## src/rtl/ibuf_pkg.sv

```systemverilog
// ibuf_pkg: shared types and geometry helpers for the input-buffer read side.
package ibuf_pkg;

    typedef enum logic [1:0] {
        IDLE,
        RUN,
        DRAIN
    } state_t;

    // Tag carried alongside each read through the latency shift and the FIFO.
    typedef struct packed {
        logic [7:0]  ky;
        logic [27:0] col;
        logic        last;
    } tag_t;

    localparam int unsigned TAG_W = $bits(tag_t);

    function automatic int unsigned calc_bufw(input int unsigned pox,
                                              input int unsigned stride,
                                              input int unsigned ksize);
        return pox * stride + ksize / 2;
    endfunction

    function automatic int unsigned calc_rdepth(input int unsigned stride);
        return 2 * stride + 1;
    endfunction

    // x mod m by binary compare-and-subtract of shifted multiples of m.
    function automatic logic [7:0] mod_csub(input logic [8:0] x, input logic [7:0] m);
        logic [16:0] r;
        logic [16:0] ms;
        r = {8'd0, x};
        for (int unsigned i = 0; i < 9; i++) begin
            ms = {9'd0, m} << (8 - i);
            if (r >= ms) begin
                r = r - ms;
            end
        end
        return 8'(r);
    endfunction

endpackage

```

## src/rtl/ibuf_rd_fifo.sv

```systemverilog
// ibuf_rd_fifo: first-word-fall-through FIFO on registered storage with occupancy count.
module ibuf_rd_fifo #(
    parameter int unsigned DEPTH = 3,
    parameter int unsigned WIDTH = 8
) (
    input  logic                       clk,
    input  logic                       rst,
    input  logic                       push,
    input  logic [WIDTH-1:0]           wdata,
    input  logic                       pop,
    output logic [WIDTH-1:0]           rdata,
    output logic                       empty,
    output logic [$clog2(DEPTH+1)-1:0] count
);

    localparam int unsigned AW = (DEPTH > 1) ? $clog2(DEPTH) : 1;
    localparam int unsigned CW = $clog2(DEPTH + 1);

    logic [WIDTH-1:0] mem [DEPTH];
    logic [AW-1:0]    wr_ptr;
    logic [AW-1:0]    rd_ptr;
    logic [CW-1:0]    cnt;
    logic             wr_en;
    logic             rd_en;

    function automatic logic [AW-1:0] ptr_inc(input logic [AW-1:0] p);
        return (p == AW'(DEPTH - 1)) ? '0 : p + 1'b1;
    endfunction

    assign rd_en = pop && (cnt != '0);
    assign wr_en = push && ((cnt != CW'(DEPTH)) || rd_en);

    assign rdata = mem[rd_ptr];
    assign empty = (cnt == '0);
    assign count = cnt;

    // Storage write; cleared on reset so the head word reads as zero.
    always_ff @(posedge clk or posedge rst) begin
        if (rst) begin
            for (int unsigned i = 0; i < DEPTH; i++) begin
                mem[i] <= '0;
            end
        end else if (wr_en) begin
            mem[wr_ptr] <= wdata;
        end
    end

    // Pointer and occupancy bookkeeping.
    always_ff @(posedge clk or posedge rst) begin
        if (rst) begin
            wr_ptr <= '0;
            rd_ptr <= '0;
            cnt    <= '0;
        end else begin
            if (wr_en) wr_ptr <= ptr_inc(wr_ptr);
            if (rd_en) rd_ptr <= ptr_inc(rd_ptr);
            case ({wr_en, rd_en})
                2'b10:   cnt <= cnt + 1'b1;
                2'b01:   cnt <= cnt - 1'b1;
                default: cnt <= cnt;
            endcase
        end
    end

endmodule

```

## src/rtl/ibuf_reader.sv

```systemverilog
// ibuf_reader: sweeps KSIZE rows x BUFW columns of the input buffer and streams
// the POY-lane words out over valid/ready. Define IBUF_READER_SVA_EN to compile
// in protocol assertions; behaviour is identical either way.
module ibuf_reader
    import ibuf_pkg::*;
#(
    parameter int unsigned DW     = 32,
    parameter int unsigned STRIDE = 1,
    parameter int unsigned POY    = 3,
    parameter int unsigned POX    = 3,
    parameter int unsigned KSIZE  = 3,
    parameter int unsigned RD_LAT = 1
) (
    input  logic              clk,
    input  logic              rst,
    input  logic              start,
    input  logic [7:0]        row_base,
    output logic              busy,
    output logic              done,
    output logic              ren,
    output logic [7:0]        rrow,
    output logic [27:0]       rcol,
    input  logic [POY*DW-1:0] rdata,
    output logic              ovalid,
    input  logic              oready,
    output logic [POY*DW-1:0] odata,
    output logic [7:0]        oky,
    output logic [27:0]       ocol,
    output logic              olast
);

    localparam int unsigned BUFW   = calc_bufw(POX, STRIDE, KSIZE);
    localparam int unsigned RDEPTH = calc_rdepth(STRIDE);
    localparam int unsigned FDEPTH = RD_LAT + 2;
    localparam int unsigned FW     = POY * DW + TAG_W;
    localparam int unsigned CW     = $clog2(FDEPTH + 1);

    state_t           state_q;
    state_t           state_d;
    logic [7:0]       row_base_q;
    logic [7:0]       ky_q;
    logic [27:0]      col_q;
    logic             accept;
    logic             last_addr;
    logic             vld_sr [RD_LAT];
    tag_t             tag_sr [RD_LAT];
    logic [7:0]       inflight;
    logic [CW-1:0]    fifo_count;
    logic             fifo_empty;
    logic [FW-1:0]    fifo_rdata;
    tag_t             out_tag;
    logic             pop;
    logic             done_q;

    assign accept    = start && (state_q == IDLE);
    assign last_addr = (ky_q == 8'(KSIZE - 1)) && (col_q == 28'(BUFW - 1));
    assign ren       = (state_q == RUN) && ((32'(inflight) + 32'(fifo_count)) < FDEPTH);
    assign rrow      = mod_csub({1'b0, row_base_q} + {1'b0, ky_q}, 8'(RDEPTH));
    assign rcol      = col_q;
    assign busy      = (state_q != IDLE);
    assign done      = done_q;

    assign ovalid  = !fifo_empty;
    assign out_tag = tag_t'(fifo_rdata[TAG_W-1:0]);
    assign odata   = fifo_rdata[FW-1:TAG_W];
    assign oky     = out_tag.ky;
    assign ocol    = out_tag.col;
    assign olast   = out_tag.last;
    assign pop     = ovalid && oready;

    // Reads issued but not yet returned.
    always_comb begin
        inflight = '0;
        for (int unsigned i = 0; i < RD_LAT; i++) begin
            inflight = inflight + 8'(vld_sr[i]);
        end
    end

    // State register.
    always_ff @(posedge clk or posedge rst) begin
        if (rst) state_q <= IDLE;
        else     state_q <= state_d;
    end

    // Next-state: leave RUN once the final read issues, finish on the last beat's handshake.
    always_comb begin
        state_d = state_q;
        case (state_q)
            IDLE:    if (start) state_d = RUN;
            RUN:     if (ren && last_addr) state_d = DRAIN;
            DRAIN:   if (pop && olast) state_d = IDLE;
            default: state_d = IDLE;
        endcase
    end

    // Latch row_base and step (ky, col) on each issued read.
    always_ff @(posedge clk or posedge rst) begin
        if (rst) begin
            row_base_q <= '0;
            ky_q       <= '0;
            col_q      <= '0;
        end else if (accept) begin
            row_base_q <= row_base;
            ky_q       <= '0;
            col_q      <= '0;
        end else if (ren) begin
            if (col_q == 28'(BUFW - 1)) begin
                col_q <= '0;
                ky_q  <= (ky_q == 8'(KSIZE - 1)) ? '0 : ky_q + 8'd1;
            end else begin
                col_q <= col_q + 28'd1;
            end
        end
    end

    // Latency shift pairing each read with its tag until rdata arrives.
    always_ff @(posedge clk or posedge rst) begin
        if (rst) begin
            for (int unsigned i = 0; i < RD_LAT; i++) begin
                vld_sr[i] <= 1'b0;
                tag_sr[i] <= '0;
            end
        end else begin
            vld_sr[0] <= ren;
            tag_sr[0] <= '{ky: ky_q, col: col_q, last: last_addr};
            for (int unsigned i = 1; i < RD_LAT; i++) begin
                vld_sr[i] <= vld_sr[i-1];
                tag_sr[i] <= tag_sr[i-1];
            end
        end
    end

    // One-cycle done in the cycle after the final beat is taken.
    always_ff @(posedge clk or posedge rst) begin
        if (rst) done_q <= 1'b0;
        else     done_q <= (state_q == DRAIN) && pop && olast;
    end

    ibuf_rd_fifo #(
        .DEPTH (FDEPTH),
        .WIDTH (FW)
    ) u_fifo (
        .clk   (clk),
        .rst   (rst),
        .push  (vld_sr[RD_LAT-1]),
        .wdata ({rdata, tag_sr[RD_LAT-1]}),
        .pop   (pop),
        .rdata (fifo_rdata),
        .empty (fifo_empty),
        .count (fifo_count)
    );

`ifdef IBUF_READER_SVA_EN
    logic [15:0] beat_cnt;

    // Beats taken so far in the current pass.
    always_ff @(posedge clk or posedge rst) begin
        if (rst)         beat_cnt <= '0;
        else if (accept) beat_cnt <= '0;
        else if (pop)    beat_cnt <= beat_cnt + 16'd1;
    end

    a_credit: assert property (@(posedge clk) disable iff (rst)
        ren |-> ((32'(inflight) + 32'(fifo_count)) < FDEPTH));
    a_no_ovf: assert property (@(posedge clk) disable iff (rst)
        32'(fifo_count) <= FDEPTH);
    a_no_ovf_push: assert property (@(posedge clk) disable iff (rst)
        (vld_sr[RD_LAT-1] && !pop) |-> (32'(fifo_count) < FDEPTH));
    a_no_unf: assert property (@(posedge clk) disable iff (rst)
        ovalid |-> (fifo_count != '0));
    a_hold: assert property (@(posedge clk) disable iff (rst)
        (ovalid && !oready) |=> (ovalid && $stable({odata, oky, ocol, olast})));
    a_done_1cyc: assert property (@(posedge clk) disable iff (rst)
        done |=> !done);
    a_beats: assert property (@(posedge clk) disable iff (rst)
        ((state_q == DRAIN) && pop && olast) |-> (beat_cnt == 16'(KSIZE * BUFW - 1)));
`endif

endmodule

```

## config.mk

```make
export PLATFORM = sky130hd
export DESIGN_NAME = ibuf_reader
export DESIGN_NICKNAME = d
export VERILOG_FILES = /design/src/rtl/ibuf_pkg.sv /design/src/rtl/ibuf_rd_fifo.sv /design/src/rtl/ibuf_reader.sv
export SDC_FILE = /design/constraint.sdc
export NUM_CORES = 1
export LEC_CHECK = 0
export ABC_CLOCK_PERIOD_IN_PS = 27600
export BUFFER_PORTS_ARGS = -buffer_cell sky130_fd_sc_hd__buf_4
export CAP_MARGIN = 20
export CELL_PAD_IN_SITES_DETAIL_PLACEMENT = 0
export CELL_PAD_IN_SITES_GLOBAL_PLACEMENT = 1
export CORE_ASPECT_RATIO = 0.8
export CORE_UTILIZATION = 53
export CTS_BUF_LIST = sky130_fd_sc_hd__clkbuf_8
export CTS_CLUSTER_SIZE = 20
export DETAILED_ROUTE_END_ITERATION = 10
export PLACE_DENSITY = 0.85
export SLEW_MARGIN = 30
export SYNTH_ARGS = -nofsm -noshare
export SYNTH_HDL_FRONTEND = slang
export SYNTH_SLANG_ARGS = --single-unit
```

## constraint.sdc

```tcl
create_clock -name clk -period 27.6 [get_ports clk]
set_clock_uncertainty 0.15 [all_clocks]
set_input_delay 5.52 -clock clk [delete_from_list [all_inputs] [get_ports clk]]
set_output_delay 5.52 -clock clk [all_outputs]
set_load 0.01 [all_outputs]
```

# Word level (Yosys, flattened, before mapping)
# Cells that the tools add are included.
# word_totals
regBits	490
latchBits	0
ram_bits	0
romBits	0
output_inout_bits	173
elab_cells	107
memories	0
# classes
addsub	16
multipliers	0
div	0
magnitude_cmp	12
eq_ne	12
shift	0
mux	28
bitwise	2
n_reduce_logical	22
# op_table
operator	count
399-bit bitwise mux	1
133-bit two-way mux	3
133-bit binary-select mux with 2-bit select	1
133-bit demux with 2-bit select	1
17-bit two-way mux	7
28-bit two-way mux	3
8-bit two-way mux	5
28-bit by 1-bit adder with 28-bit output (second input constant)	1
28-bit by 2-bit == test with 1-bit output (second input constant)	1
17-bit by 2-bit >= comparator with 1-bit output (second input constant)	1
17-bit by 3-bit >= comparator with 1-bit output (second input constant)	1
17-bit by 4-bit >= comparator with 1-bit output (second input constant)	1
17-bit by 5-bit >= comparator with 1-bit output (second input constant)	1
17-bit by 6-bit >= comparator with 1-bit output (second input constant)	1
17-bit by 7-bit >= comparator with 1-bit output (second input constant)	1
17-bit by 8-bit >= comparator with 1-bit output (second input constant)	1
17-bit by 3-bit subtractor with 17-bit output (second input constant)	1
17-bit by 4-bit subtractor with 17-bit output (second input constant)	1
17-bit by 5-bit subtractor with 17-bit output (second input constant)	1
17-bit by 6-bit subtractor with 17-bit output (second input constant)	1
17-bit by 7-bit subtractor with 17-bit output (second input constant)	1
17-bit by 8-bit subtractor with 17-bit output (second input constant)	1
1-bit logical AND	11
2-bit two-way mux	5
25 further kinds	40

# Longest topological paths before layout
# Gate-level depths: netlist of run 1.
# depth
depth_word	17
depth_mapped	53
depth_no_buf	46

# Cells and area by module
# From an unflattened synthesis of run 1, not the netlist that was laid out.
# hier_totals
cells_unflattened	2094
hier_area_um2	24733.7
# modules_own_cells
module	n_inst	cells_each	area_each_um2	seq_area_each_um2
ibuf_rd_fifo	1	1313	17989.8	10134.7
ibuf_reader	1	781	6744.0	2127.0

# Worst setup path before layout of run 1
# OpenSTA, ideal clock, no wires.
# synth_timing
path_type	register -> output
startpoint	reg ky_q[0]
endpoint	out rrow[4]
arrival_time_ns	9.900
t_required_ns	21.930
path_slack_ns	12.030
stages_incl_launch_ff	51
path_cell_list	dfrtp_1 > ha_1 > fa_1 > a211oi_1 > nor3b_1 > nor3_2 > o21ai_2 > inv_2 > buf_2 > nand2_1 > nand2_1 > inv_1 > ha_1 > clkbuf_1 > nand2_1 > a21oi_1 > or2_2 > ha_1 > [... 15 more ...] > mux2i_2 > nor3_4 > and2_1 > buf_4 > xnor2_1 > inv_1 > ha_1 > clkbuf_1 > a21oi_1 > and4_1 > buf_6 > nand3_1 > nor2b_1 > ha_1 > a2111o_1 > o21ai_2 > mux2_1 > o211ai_2
# synth_between
elab_chain_cells	17
word_cells_on_any_way	25
cone_classes	add/sub: 9; order compare: 8; mux: 8
# synth_rtl
item	line_no	rtl
start, declared	ibuf_reader.sv:41	logic [7:0] ky_q;
start signal, assigned	ibuf_reader.sv:109	ky_q <= (ky_q == 8'(KSIZE - 1)) ? '0 : ky_q + 8'd1;
8-bit by 8-bit adder with 9-bit output (*)	ibuf_reader.sv:58	assign rrow = mod_csub({1'b0, row_base_q} + {1'b0, ky_q}, 8'(RDEPTH));
9-bit by 9-bit subtractor with 10-bit output or 9-bit >= comparator (tied branches)	ibuf_pkg.sv:37, ibuf_pkg.sv:36	
17-bit two-way mux (*)	ibuf_pkg.sv:36	if (r >= ms) begin
17-bit by 8-bit subtractor with 17-bit output or 17-bit by 8-bit >= comparator with 1-bit output (tied branches)	ibuf_pkg.sv:37, ibuf_pkg.sv:36	
17-bit two-way mux (*)	ibuf_pkg.sv:36	
17-bit by 7-bit subtractor with 17-bit output or 17-bit by 7-bit >= comparator with 1-bit output (tied branches)	ibuf_pkg.sv:37, ibuf_pkg.sv:36	
17-bit two-way mux (*)	ibuf_pkg.sv:36	
17-bit by 6-bit subtractor with 17-bit output or 17-bit by 6-bit >= comparator with 1-bit output (tied branches)	ibuf_pkg.sv:37, ibuf_pkg.sv:36	
17-bit two-way mux (*)	ibuf_pkg.sv:36	
17-bit by 5-bit subtractor with 17-bit output or 17-bit by 5-bit >= comparator with 1-bit output (tied branches)	ibuf_pkg.sv:37, ibuf_pkg.sv:36	
17-bit two-way mux (*)	ibuf_pkg.sv:36	
17-bit by 4-bit subtractor with 17-bit output or 17-bit by 4-bit >= comparator with 1-bit output (tied branches)	ibuf_pkg.sv:37, ibuf_pkg.sv:36	
17-bit two-way mux (*)	ibuf_pkg.sv:36	
17-bit by 3-bit subtractor with 17-bit output or 17-bit by 3-bit >= comparator with 1-bit output (tied branches)	ibuf_pkg.sv:37, ibuf_pkg.sv:36	
17-bit two-way mux (*)	ibuf_pkg.sv:36	
17-bit by 2-bit >= comparator with 1-bit output or 8-bit by 2-bit subtractor with 8-bit output (tied branches)	ibuf_pkg.sv:36, ibuf_pkg.sv:37	
8-bit two-way mux (*)	ibuf_pkg.sv:36	
end, declared	ibuf_reader.sv:21	output logic [7:0] rrow,
# Every way passes the cells marked *; elsewhere a longest branch is shown, timed or not.

# Worst setup path in the final report of run 1
# Ends and elaborated chain as after synthesis.

==> results of run 1 <==
-- state kept, by name, indices dropped and copies added, names as in the netlist --
signal and count:
ky_q 8, u_fifo.mem 399, rcol 28, row_base_q 8
state_q 2, done 1, u_fifo.rd_ptr 2, u_fifo.count 2
tag_sr 37, u_fifo.wr_ptr 2, vld_sr 1
-- critical path, delay by kind of cell, from the launching register on --
kind            cells  cell delay, ps
buf+inv             6             930
fa+ha+maj           7            2080
compound gates     13            3930
xor+xnor            1             440
mux                 2             930
flops               1             420
simple gates       16            3260
-- power groups by stage --
| stage | combinational [mW] | sequential, mW | clock (mW) |
|---|---|---|---|
| 2_1_floorplan | 1.74 | 1.09 | 0 |
| 4_1_cts | 2.52 | 1.14 | 0.600 |
| 3_3_place_gp | 2.50 | 1.13 | 0 |
| 6_report | 2.54 | 1.14 | 0.585 |
| 3_5_place_dp | 2.51 | 1.15 | 0 |
| 5_1_grt | 2.73 | 1.18 | 0.634 |
-- cells in the mapped netlist (all sizes together), types with 5 or more instances --
master	number	area share
a2111oi	5	0.0033
a211o	9	0.0032
a211oi	7	0.0029
a21boi	6	0.0018
a21o	12	0.0037
a21oi	40	0.0083
a31o	6	0.0021
a31oi	14	0.0045
and2	12	0.0031
and3	12	0.0031
and4	6	0.0021
buf	23	0.0047
clkbuf	85	0.013
dfrtp	490	0.50
ha	25	0.013
inv	34	0.0052
mux2	406	0.19
mux2i	140	0.058
nand2	250	0.038
nand2b	9	0.0023
nand3	38	0.0078
nand4	14	0.0036
nor2	84	0.013
nor2b	5	0.0013
nor3	31	0.0088
nor4	14	0.0042
nor4b	5	0.0023
o211ai	7	0.0028
o21a	9	0.0028
o21ai	171	0.036
o22ai	13	0.0033
o31a	6	0.0021
o31ai	7	0.0024
or2	7	0.0018
or3	7	0.0018
xnor2	23	0.0090
xor2	28	0.010
-- routing by layer --
| metal | vias up | part of all wire | GRT usage |
|---|---|---|---|
| met4 | 2 | 0.017 | 0.0645 |
| met5 | - | 0.00017 | 0 |
| met3 | 84 | 0.045 | 0.0538 |
| met2 | 395 | 0.45 | 0.411 |
| li1 | 8196 | - | - |
| met1 | 8974 | 0.49 | 0.394 |
-- how the worst max path moves through the flow --
stage                   end  slack [ps]  cells past startpoint
detailed placement  rrow[4]       10120                     45
finish              rrow[4]        9270                     45
global route        rrow[4]        8250                     43
global placement    rrow[4]       10470                     45
CTS                 rrow[4]        9360                     45
floorplan              done        8250                      1
-- through the flow --
step	std cells	power (mW)	hold WS (ps)	instance area [um^2]
6_report	3055	4.27	319	28600
5_1_grt	3054	4.54	337	28600
4_1_cts	3053	4.26	319	28500
3_5_place_dp	2920	3.66	298	27100
3_3_place_gp	2919	3.63	275	27100
2_1_floorplan	2127	2.83	265	24400
-- cell families after synthesis --
logic type,share of synthesized area
AO/OA/AOI/OAI,0.0978
XOR/XNOR,0.0190
adder cells (fa/ha/maj),0.0136
buffers and inverters,0.0230
flip-flops,0.502
multiplexers,0.245
other,0.000153
AND/OR/NAND/NOR,0.100
-- layout make-up --
| cell class | count | area, um^2 | share of cell area |
|---|---|---|---|
| Antenna cell | 2 | 5.00 | 0.000175 |
| Clock inverter | 41 | 198 | 0.00692 |
| Timing Repair Buffer | 298 | 2280 | 0.0798 |
| Multi-Input combinational cell | 1495 | 11700 | 0.408 |
| Tap cell | 603 | 754 | 0.0264 |
| Clock buffer | 92 | 1270 | 0.0443 |
| Inverter | 34 | 140 | 0.00491 |
| Sequential cell | 490 | 12300 | 0.430 |
==> key figures, run 1 <==
Outcome
  • Status: completed

STA
  • Final Cycle Share: 0.664
  • Fmax: 54.6 MHz
  • RSZ-0062 raised after global routing: no
  • Worst slew margin: 0.278
  • Worst slew pin tran: around 1100 ps
  • Slew Limit Fails: 0
  • Final hold vios: 0
  • Final WS setup: around 9300 ps
  • Min Clock Period, post-route: about 18000 ps
  • Fin Setup TNS: 0 ps
  • Setup violators final: 0

Synth
  • Post-Syn Instances: 2125
  • Seq cells post-synth: between 400 and 500
  • Sequential fraction of the synthesis area: 0.502
  • Syn_area_per_cell: about 12 um^2
  • Async S/R FF share, synth: 1.00
  • Post-synth EDFFs: 0
  • Post-synthesis cell area: roughly 24000 um^2
  • Yosys warnings: 0
  • Netlist cell types: about 110
  • Primary FF master, synth: dfrtp_1

Global routing
  • Overall Global Routing Usage: 0.269
  • First-pass GRT wire length: slightly above 100000 um
  • GRT Residual Overflow: 0
  • Vias in the first global route: 18.0k
  • Largest net degree at the start of global routing: between 100 and 150
  • Initial antenna violation count: 3

Route
  • DRC: 0
  • DR iter-0 viols: approximately 1.1k
  • Drt pass-1 iters: 5
  • DR vias: between 15k and 20k
  • Final wirelength: between 60000 and 70000 um
  • DR WL/cell: around 21 um
  • Post-DRT Antenna Nets: 0
  • Vias per cell: 5.78

Clocking
  • Worst-path clk slew: around 60 ps
  • Num CTS Buffers: between 70 and 80
  • Number of post-CTS setup repair buffers: 0
  • Clock Latency Late Sink: around 670 ps
  • CTS Root Buffer Type: clkbuf_8
  • Hold_buf cts: 0
  • # resized after CTS: 0
  • TritonCTS Sinks: 490
  • CTS tree: done
  • H-Tree Depth: 3
  • CTS Buffer Depth: 3

Floorplanning
  • Die area: approximately 47000 um^2
  • Initial core utilization: 0.543
  • Rows: approximately 70
  • Placeable core area: 45000 um^2
  • Die height: around 190 um
  • # IOs: around 280
  • Chip Width: roughly 240 um

Power
  • Flop pwr share: 0.268
  • Net Sw Power: about 1.9 mW
  • Power Dens Cells: 149 nW/um^2
  • Comb pwr share: 0.595
  • Worst VDD drop: about 110 uV
  • Cell internal pwr: between 2 and 2.5 mW
  • Leak pwr: roughly 13 nW
  • Share of power burned in the clock network: 0.137
  • Switching share of power: 0.445

Layout
  • Commonest non-fill, non-tap cell in the layout: dfrtp_1
  • Utilization of the core after routing: 0.635
  • Most frequent cells in the layout: dfrtp_1 (488), mux2_2 (403), buf_4 (293)
  • Area Growth Syn to Fin: 16.9%
  • Fill cell count: 3589
  • Share of cells above drive strength 1: 0.352
  • Final nets: roughly 2.5k

Setup path
  • R2r startpoint: u_fifo.count[0]
  • Critical path type: reg2out
  • Worst R2R Path Depth: 7
  • Max FO, Critical Path: 13
  • Worst reg2reg setup slack: 23800 ps
  • CP endpoint kind: output pin
  • Crit path required time: 21930 ps
  • Critical-path top delay cell: a211oi_4
  • CP most frequent cell: ha_1
  • Startpoint types: register
  • Worst flop-to-flop path endpoint: u_fifo.mem[196]
  • CP startpoint: ky_q[0]
  • Arrival @ worst endpoint: roughly 13000 ps
  • CP max stage delay: 630 ps

Placement
  • DP HPWL: 42700 um
  • GPL Wtd Cong: approximately 0.89
  • DP Worst Slack: between 10000 and 15000 ps
  • Buffers added on ports: 280

Hold path
  • Worst hold path type: reg2reg
  • Hold Path Cell Cnt: 0
  • Hold Startpoint: ky_q[0]
  • Hold Path End: tag_sr[29]

Job
  • MaxCap Viol Count: 0
No activity file was read; power rests on OpenSTA's default activity.
==> inputs of run 2 (changes only) <==
--- a/config.mk
+++ b/config.mk
@@ -5,17 +5,17 @@
 export SDC_FILE = /design/constraint.sdc
 export NUM_CORES = 1
 export LEC_CHECK = 0
-export ABC_CLOCK_PERIOD_IN_PS = 27600
+export ABC_CLOCK_PERIOD_IN_PS = 16300
 export BUFFER_PORTS_ARGS = -buffer_cell sky130_fd_sc_hd__buf_4
 export CAP_MARGIN = 20
 export CELL_PAD_IN_SITES_DETAIL_PLACEMENT = 0
 export CELL_PAD_IN_SITES_GLOBAL_PLACEMENT = 1
 export CORE_ASPECT_RATIO = 0.8
-export CORE_UTILIZATION = 53
+export CORE_UTILIZATION = 44
 export CTS_BUF_LIST = sky130_fd_sc_hd__clkbuf_8
 export CTS_CLUSTER_SIZE = 20
 export DETAILED_ROUTE_END_ITERATION = 10
-export PLACE_DENSITY = 0.85
+export PLACE_DENSITY = 0.75
 export SLEW_MARGIN = 30
 export SYNTH_ARGS = -nofsm -noshare
 export SYNTH_HDL_FRONTEND = slang
==> constraint.sdc (replaced) <==
create_clock -name clk -period 16.3 [get_ports clk]
set_clock_uncertainty 0.15 [all_clocks]
set_input_delay 3.26 -clock clk [delete_from_list [all_inputs] [get_ports clk]]
set_output_delay 3.26 -clock clk [all_outputs]
set_load 0.01 [all_outputs]
==> key figures, run 2 (synthesized netlist as in run 1, its figures left out) <==
STA
  • Setup violators final: 0 (unchanged)
  • Min Clock Period, post-route: around 15000 ps
  • Worst slew margin: 0.342 (+0.0643)
  • Hold_ws: 332 ps (+13.1 ps)
  • Worst slew pin tran: 986 ps (-96.4 ps)
  • Fmax: approximately 65 MHz
  • Slew Limit Fails: 0 (unchanged)
  • Final hold vios: 0 (unchanged)
  • Final Cycle Share: 0.947

Setup path
  • Startpoint types: register
  • Critical path type: reg2out
  • CP most frequent cell: ha_1
  • Critical-path top delay cell: mux2i_2
  • Arrival @ worst endpoint: 12020 ps (-640 ps)
  • CP endpoint kind: output pin
  • Crit path required time: 12890 ps (-9040 ps)
  • CP max stage delay: 520 ps (-110 ps)
  • Max FO, Critical Path: 12 (-1)

Layout
  • Most frequent cells in the layout: dfrtp_1 (488), mux2_2 (403), buf_4 (294)
  • Share of cells above drive strength 1: 0.360 (+0.00763)
  • Fill cell count: 4853 (+35%)
  • Area Growth Syn to Fin: 18.3%
  • Most flops, register: u_fifo.mem
  • Max reg flops: 399 (unchanged)
  • Commonest non-fill, non-tap cell in the layout: dfrtp_1
  • Final nets: 2540 (+0.32%)

Clocking
  • Clock Latency Late Sink: 660 ps (about the same)
  • Num CTS Buffers: 81 (+2.5%)
  • CTS Root Buffer Type: clkbuf_8
  • TritonCTS Sinks: 490 (unchanged)
  • Worst-path clk slew: 60 ps (about the same)
  • Hold_buf cts: 0 (unchanged)
  • CTS Buffer Depth: 3 (unchanged)
  • CTS tree: done
  • H-Tree Depth: 3 (unchanged)

Power
  • Power Dens Cells: 252 nW/um^2 (+69%)
  • Leak pwr: 13.2 nW (+0.57%)
  • Worst VDD drop: 176 uV (+58%)
  • Total power: 7.28 mW (+71%)

Floorplanning
  • Rows: 76 (+10%)
  • Chip Width: 266 um (+9.7%)
  • Die area: 56500 um^2 (+20%)
  • Placeable core area: 54400 um^2 (+21%)
  • Initial core utilization: 0.449 (-0.0940)
  • Die height: 213 um (+9.7%)
  • # IOs: 281 (unchanged)

Global routing
  • Overall Global Routing Usage: 0.229 (-0.0405)
  • Initial antenna violation count: 3 (unchanged)
  • First-pass GRT wire length: 102000 um (+0.67%)
  • Vias in the first global route: 18.1k (+0.47%)
  • GRT Residual Overflow: 0 (unchanged)
  • Largest net degree at the start of global routing: 85 (-42%)

Outcome
  • Status: completed

Job
  • MaxCap Viol Count: 0 (unchanged)

Route
  • DR vias: 17.8k (+0.81%)
  • Drt pass-1 iters: 5 (unchanged)
  • Vias per cell: 5.55 (-3.9%)
  • DRC: 0 (unchanged)
  • Final wirelength: 64500 um (+2.5%)
  • Post-DRT Antenna Nets: 0 (unchanged)
  • DR WL/cell: 20.1 um (-2.3%)
  • DR iter-0 viols: 943 (-17%)

Placement
  • GPL Wtd Cong: 0.897 (+0.43%)
  • DP HPWL: 42700 um (+0.12%)
  • Buffers added on ports: 280 (unchanged)

Hold path
  • Worst hold path type: reg2reg
run 2: changes by cell type in the layout (fill, tap and decap cells not counted), sizes merged:
cell      delta
bufinv       +1
clkinvlp     -1
diode        -1
buf          +6
inv          -6
clkinv       +9
clkbuf       +3
run 2: power by group:
| part | total, mW | switching, mW | internal (mW) |
|---|---|---|---|
| sequential | 1.95 | 0.286 | 1.66 |
| combinational | 4.29 | 2.45 | 1.84 |
| clock | 1.04 | 0.495 | 0.550 |
run 2: layout make-up:
| type | count | area (um^2) | area share |
|---|---|---|---|
| Sequential cell | 490 | 12300 | 0.424 |
| Multi-Input combinational cell | 1495 | 11700 | 0.404 |
| Timing Repair Buffer | 304 | 2330 | 0.0806 |
| Clock buffer | 95 | 1310 | 0.0452 |
| Tap cell | 741 | 927 | 0.0321 |
| Clock inverter | 44 | 260 | 0.00900 |
| Inverter | 34 | 131 | 0.00454 |
| Antenna cell | 1 | 2.50 | 0.0000866 |
run 2: repair_timing:
item                                    4_1_cts  5_1_grt
resized for setup                             0        6
buffers inserted                              0        4
endpoints found under the setup margin        0        8
hold endpoints to repair                      0        0
run 2: worst max-delay path, delay by kind of cell, from the launching register on:
family | cells | cell delay (ps)
AOI/OAI and AO/OA | 13 | 3560
xor gates and xnor gates | 1 | 300
adders and majority gates | 7 | 2060
buffers and inverters | 6 | 870
DFF | 1 | 420
muxes | 2 | 880
and+or+nand+nor | 16 | 3270
run 2: per-layer routing:
metal,GRT usage,wire length [um],vias to the layer above,part of all wire
met5,0,14,-,0.00022
met3,0.0450,3120,89,0.048
li1,-,-,8245,-
met1,0.327,31000,9047,0.48
met4,0.0646,1220,4,0.019
met2,0.352,29100,409,0.45
run 2: final timing paths:
path                            startpoint              end  slack [ps]  cells after the start
setup / recovery                   ky_q[0]          rrow[4]         870                     45
hold / removal                    rcol[27]       tag_sr[28]         330                      0
setup reg to reg           u_fifo.count[0]   u_fifo.mem[65]       12690                      6
hold reg to reg                   rcol[27]       tag_sr[28]         330                      0
max in group asynchronous              rst  u_fifo.mem[211]       11540                      5
min in group asynchronous              rst  u_fifo.mem[245]        2440                      2
run 2: through the flow:
stage	setup WS (ps)	TNS, ps	util	cells	instance area (um^2)
2_1_floorplan	2990	0	-	2127	24500
3_3_place_gp	1500	0	0.501	3059	27200
3_5_place_dp	1170	0	0.501	3059	27200
4_1_cts	388	0	0.530	3198	28800
5_1_grt	-4.21	-4.21	0.531	3204	28900
6_report	865	0	0.531	3204	28900
